==> config.mk <==
export PLATFORM = sky130hd
export DESIGN_NAME = adder_pipe_n_bit_flat
export DESIGN_NICKNAME = d
export VERILOG_FILES = /design/src/rtl/adder_pipe_n_bit_if.sv /design/src/rtl/adder_pipe_n_bit.sv /design/src/flat_wrapper.sv
export SDC_FILE = /design/constraint.sdc
export NUM_CORES = 1
export LEC_CHECK = 0
export CAP_MARGIN = 20
export CORE_MARGIN = 4
export CORE_UTILIZATION = 40
export CTS_BUF_LIST = sky130_fd_sc_hd__clkbuf_16
export CTS_CLUSTER_DIAMETER = 120
export DETAILED_ROUTE_END_ITERATION = 6
export GPL_TIMING_DRIVEN = 0
export PLACE_DENSITY = 0.66
export SYNTH_ARGS = -nofsm -noshare
export SYNTH_HDL_FRONTEND = slang
export SYNTH_SLANG_ARGS = --single-unit
export TNS_END_PERCENT = 30
==> constraint.sdc <==
create_clock -name clk -period 1.49 [get_ports clk]
set_input_delay 0.2235 -clock clk [delete_from_list [all_inputs] [get_ports clk]]
set_output_delay 0.2235 -clock clk [all_outputs]
set_load 0.02 [all_outputs]
==> src/rtl/adder_pipe_n_bit_if.sv <==
// Operand/result handshake bundle for adder_pipe_n_bit.
// master = operand issuer and result consumer, slave = the adder itself.
interface adder_pipe_n_bit_if #(
    parameter int N = 8
) ();
    logic         in_valid;
    logic         in_ready;
    logic [N-1:0] a;
    logic [N-1:0] b;
    logic         cin;
    logic         sub;
    logic         out_valid;
    logic         out_ready;
    logic [N-1:0] sum;
    logic         cout;
    logic         overflow;

    modport master (
        output in_valid, a, b, cin, sub, out_ready,
        input  in_ready, out_valid, sum, cout, overflow
    );

    modport slave (
        input  in_valid, a, b, cin, sub, out_ready,
        output in_ready, out_valid, sum, cout, overflow
    );
endinterface

==> src/rtl/adder_pipe_n_bit.sv <==
// Pipelined N-bit add/subtract: one CHUNK-bit slice per stage, carry registered between stages.
// Optional macro ADDER_PIPE_SATURATE_EN clamps the result to the signed range on overflow.
module adder_pipe_n_bit #(
    parameter int N     = 8,
    parameter int CHUNK = 4
) (
    input logic               clk,
    input logic               rst_n,
    adder_pipe_n_bit_if.slave bus
);
    localparam int STAGES = N / CHUNK;

    if (N < 1 || CHUNK < 1 || (N % CHUNK) != 0) begin : g_paramCheck
        $error("adder_pipe_n_bit: N must be >= 1 and an integer multiple of CHUNK");
    end

    // Rank k holds the operands plus the low k slices of the result already computed.
    logic               r_v    [STAGES];
    logic [N-1:0]       r_a    [STAGES];
    logic [N-1:0]       r_b    [STAGES];
    logic [N-1:0]       r_s    [STAGES];
    logic               r_c    [STAGES];
    logic [CHUNK:0]     w_add  [STAGES];
    logic [N-1:0]       w_part [STAGES];

    logic               r_outValid;
    logic [N-1:0]       r_sum;
    logic               r_cout;
    logic               r_ovf;
    logic               w_advance;
    logic               w_ovf;
    logic [N-1:0]       w_result;

    assign w_advance     = bus.out_ready || !r_outValid;
    assign bus.in_ready  = w_advance;
    assign bus.out_valid = r_outValid;
    assign bus.sum       = r_sum;
    assign bus.cout      = r_cout;
    assign bus.overflow  = r_ovf;

    always_comb begin
        for (int k = 0; k < STAGES; k++) begin
            w_add[k]  = {1'b0, r_a[k][k*CHUNK +: CHUNK]}
                      + {1'b0, r_b[k][k*CHUNK +: CHUNK]}
                      + {{CHUNK{1'b0}}, r_c[k]};
            w_part[k] = r_s[k];
            w_part[k][k*CHUNK +: CHUNK] = w_add[k][CHUNK-1:0];
        end
    end

    assign w_ovf = (r_a[STAGES-1][N-1] == r_b[STAGES-1][N-1])
                && (w_part[STAGES-1][N-1] != r_a[STAGES-1][N-1]);

`ifdef ADDER_PIPE_SATURATE_EN
    localparam logic [N-1:0] SAT_ALL = '1;
    localparam logic [N-1:0] SAT_MAX = SAT_ALL >> 1;
    localparam logic [N-1:0] SAT_MIN = ~SAT_MAX;

    assign w_result = !w_ovf              ? w_part[STAGES-1] :
                      r_a[STAGES-1][N-1] ? SAT_MIN : SAT_MAX;
`else
    assign w_result = w_part[STAGES-1];
`endif

    // Global stall: every rank, bubbles included, moves only when the output can drain.
    always_ff @(posedge clk or negedge rst_n) begin
        if (!rst_n) begin
            for (int k = 0; k < STAGES; k++) begin
                r_v[k] <= 1'b0;
                r_a[k] <= '0;
                r_b[k] <= '0;
                r_s[k] <= '0;
                r_c[k] <= 1'b0;
            end
            r_outValid <= 1'b0;
            r_sum      <= '0;
            r_cout     <= 1'b0;
            r_ovf      <= 1'b0;
        end else if (w_advance) begin
            r_v[0] <= bus.in_valid;
            r_a[0] <= bus.a;
            r_b[0] <= bus.sub ? ~bus.b : bus.b;
            r_c[0] <= bus.sub | bus.cin;
            r_s[0] <= '0;
            for (int k = 1; k < STAGES; k++) begin
                r_v[k] <= r_v[k-1];
                r_a[k] <= r_a[k-1];
                r_b[k] <= r_b[k-1];
                r_s[k] <= w_part[k-1];
                r_c[k] <= w_add[k-1][CHUNK];
            end
            r_outValid <= r_v[STAGES-1];
            r_sum      <= w_result;
            r_cout     <= w_add[STAGES-1][CHUNK];
            r_ovf      <= w_ovf;
        end
    end
endmodule
==> src/flat_wrapper.sv <==
// flat-port wrapper written by rule: the top's interface ports become plain ports
module adder_pipe_n_bit_flat 
#(
    parameter int N     = 8,
    parameter int CHUNK = 4
)
  (clk, rst_n, bus_in_valid, bus_a, bus_b, bus_cin, bus_sub, bus_out_ready, bus_in_ready, bus_out_valid, bus_sum, bus_cout, bus_overflow);
  adder_pipe_n_bit_if #(.N(N)) bus_i ();
  input logic clk;
  input logic rst_n;
  input wire logic [$bits(bus_i.in_valid)-1:0] bus_in_valid;
  input wire logic [$bits(bus_i.a)-1:0] bus_a;
  input wire logic [$bits(bus_i.b)-1:0] bus_b;
  input wire logic [$bits(bus_i.cin)-1:0] bus_cin;
  input wire logic [$bits(bus_i.sub)-1:0] bus_sub;
  input wire logic [$bits(bus_i.out_ready)-1:0] bus_out_ready;
  output wire logic [$bits(bus_i.in_ready)-1:0] bus_in_ready;
  output wire logic [$bits(bus_i.out_valid)-1:0] bus_out_valid;
  output wire logic [$bits(bus_i.sum)-1:0] bus_sum;
  output wire logic [$bits(bus_i.cout)-1:0] bus_cout;
  output wire logic [$bits(bus_i.overflow)-1:0] bus_overflow;
  assign bus_i.in_valid = bus_in_valid;
  assign bus_i.a = bus_a;
  assign bus_i.b = bus_b;
  assign bus_i.cin = bus_cin;
  assign bus_i.sub = bus_sub;
  assign bus_i.out_ready = bus_out_ready;
  assign bus_in_ready = bus_i.in_ready;
  assign bus_out_valid = bus_i.out_valid;
  assign bus_sum = bus_i.sum;
  assign bus_cout = bus_i.cout;
  assign bus_overflow = bus_i.overflow;
  adder_pipe_n_bit #(.N(N), .CHUNK(CHUNK)) u_core (.clk(clk), .rst_n(rst_n), .bus(bus_i));
endmodule
==> flow_summary.ini <==
[global_routing]
grt_start_max_net_pins = 32
grt_pass1_vias = 1503
track_usage_pct = 15.4
antenna_found_initial = 0
grt_pass1_wl_um = 7280
grt-ovfl-total = 0

[route]
drtPass1Iterations = 4
drtIter0Drc = 69
drc = 0
wl_um = 4220
vias = 1472
ant_nets = 0
routedWlPerCell_um = 13.3
viasPerCell = 4.63

[yosys]
synth_edf_count = 0
synth.distinct_cells = 26
synth_seq_area_share_pct = 54.7
synth_area_um2 = 1970
syn_nets = 240
synth_area_per_cell_um2 = 9.46
synthCells = 208
yosysTopAreaCell = dfrtp_1
yosysMostFrequentCell = nand2_1
async_flop_share_pct = 100
synthTopCellsByCount = nand2_1, dfrtp_1, o21ai_0, inv_1
ys_ff_latch = 43
synth_top_area_share_pct = 54.7
synth_ff_type = dfrtp_1
synth_warnings = 0
yosys-top-cells-area = dfrtp_1, nand2_1, fa_1, o21ai_0, ha_1

[pwr]
comb_power_share_pct = 41.7
max-vdd-ir-drop_v = 0.000686
p_sw_mw = 1.83
sequentialPowerShare_pct = 37.3
internal-power_mw = 3.19
power.leakage_nw = 1.31
powerDensity_nw_per_um2 = 1900
p_sw_share_pct = 36.5
clkPwrFrac_pct = 21.0

[sta]
worst-slew-pin-transition_ps = 461
post-route-period-util_pct = 104
rsz0062_at_grt = yes
finClkSkew_ps = 3.77
fin_ws_ps = -56.1
finalSetupViolCount = 7
clock.fmax_ghz = 0.647
hold_viol_final = 0
slew_violations = 0
slew_headroom_pct = 69.3
period_needed_ps = 1550

[final_layout]
nNetsFinal = 282
fin_area_um2 = 2640
drive_above_1_share_pct = 12.7
synthToLayoutAreaGrowth_pct = 34.0
diodes = 0
fin_cells = 318

[placed_design]
routabilityCongestion = 0.765
hpwl_um = 3050
placed_cell_area_um2 = 2390
dp_cells = 308
place_ws_ps = -676
port_buffers = 32

[critical_path]
crit_chain = fa_2 > inv_2 > fa_2 > a21oi_2
startpoint = u_core.r_c[0]
end_kind = flip-flop
cp.required_ps = 1710
worst-endpoint-arrival_ps = 1760
rrSetupSlack_ps = -60
crit_path_max_incr_delay_ps = 430
cp_common_cell = fa_2
reg2regPathDepth = 4
path_depth = 4
reg2reg_from = u_core.r_c[0]
start_kind = flip-flop
crit_fanout = 3
cp-endpoint = u_core.bus.sum[5]
setup.worst_path.class = flip-flop to flip-flop
reg2reg_to = u_core.bus.sum[5]
critPathSlowestCell = fa_2
cp_num_buf_inv = 1
critical_path.top_delay_family = adder cells

[die]
dieArea_um2 = 6100
start_util_pct = 41.4
die_w_um = 78.1
die_y_um = 78.1
rows = 25
core-area_um2 = 4750
ioPinCount = 34

[hold_path]
hold_path_class = input pin to flip-flop

[clock_network]
clock_latency_ps = 290
cts_max_level = 2
cts_max_path_buffers = 2
cts_tree = yes
clk_pin_slew_ps = 60
cts_root_buffer = clkbuf_16
numClockSinks = 43
cts_buffers = 5

[job]
drv_cap = 0

[outcome]
outcome = complete, but fails checks
violations = setup timing
[layout by cell type (no fill, tap or decap), types with 3 or more instances in the layout]
cell type and count:
a21oi_1 4, dfrtp_1 43, nand2_1 79, inv_1 9, clkbuf_1 3, clkdlybuf4s50_1 21
nor2_1 7, ha_1 4, a21oi_2 3, o21ai_0 13, dlymetal6s2s_1 8, xnor2_1 7
clkbuf_16 5, buf_2 6, o21ai_1 3, fa_2 4
[sequential cells by signal, indices dropped and copies added (netlist names)]
name,count
u_core.bus.out_valid,1
u_core.r_c,2
u_core.bus.overflow,1
u_core.r_b,12
u_core.r_v,2
u_core.r_s,4
u_core.bus.sum,8
u_core.r_a,12
u_core.bus.cout,1
[worst register-to-register path, stage by stage, from the launching register on]
cell and delay, ps:
dfrtp_1 410, fa_2 430, inv_2 70, fa_2 430
a21oi_2 130
[metal layers]
metal  routed length (um)  GRT usage (%)  vias up
li1                     -              -      744
met1                 1930           19.9      688
met2                 2020           25.2       33
met3                  188           3.33        7
met4                   82           6.29        0
met5                    0              0        -
[what timing repair did]
action                                  in CTS  in global routing
pin swaps                                    2                  2
gates resized for setup                     21                 19
buffers inserted                             0                  1
hold endpoints to repair                    12                  0
hold buffers                                 1                  0
endpoints found under the setup margin       9                 18
[cell families (layout without fill, tap and decap cells)]
kind of cell | Yosys count | after routing | synth area share [%]
fa+ha+maj | 10 | 10 | 7.89
buf+inv | 20 | 63 | 4.58
mux | 1 | 1 | 0.509
compound gates | 31 | 31 | 9.03
simple gates | 94 | 94 | 19.3
xor+xnor | 9 | 9 | 4.01
flops | 43 | 43 | 54.7
[power by group through the flow]
stage | clock, mW | sequential [mW] | combinational [mW]
3_3_place_gp | 0 | 1.87 | 1.84
4_1_cts | 1.06 | 1.87 | 2.01
6_report | 1.05 | 1.87 | 2.09
2_1_floorplan | 0 | 2.01 | 1.04
5_1_grt | 1.12 | 1.95 | 2.34
3_5_place_dp | 0 | 1.89 | 1.92
[final cells by class]
cell class                 count  area, um2
multi-input combinational    145        845
fill                         451       2120
buffer                        10       71.3
inverter                      10       45.0
clock inverter                 3       12.5
clock buffer                   5        125
sequential                    43       1080
tap                           67       83.8
timing repair buffer          35        377
[worst min-delay path by stage]
stage / start / to / cells after the start
5_1_grt: bus_sub / u_core.r_b[8] / 3
2_1_floorplan: rst_n / u_core.bus.cout / 0
4_1_cts: rst_n / u_core.r_a[7] / 2
3_3_place_gp: u_core.r_a[15] / u_core.r_a[15] / 2
3_5_place_dp: rst_n / u_core.r_v[1] / 1
6_report: bus_sub / u_core.r_c[1] / 3
[stage by stage]
| stage | total power, mW | utilization (%) | hold slack [ps] | setup TNS [ps] |
|---|---|---|---|---|
| floorplan | 3.06 | - | -72.1 | 0 |
| global placement | 3.71 | 49.9 | 451 | -43940 |
| detailed placement | 3.81 | 50.2 | 137 | -3070 |
| CTS | 4.95 | 53.9 | 371 | -228 |
| global route | 5.41 | 55.4 | 392 | -545 |
| finish | 5.02 | 55.4 | 361 | -134 |
No activity file was read; power rests on OpenSTA's default activity.
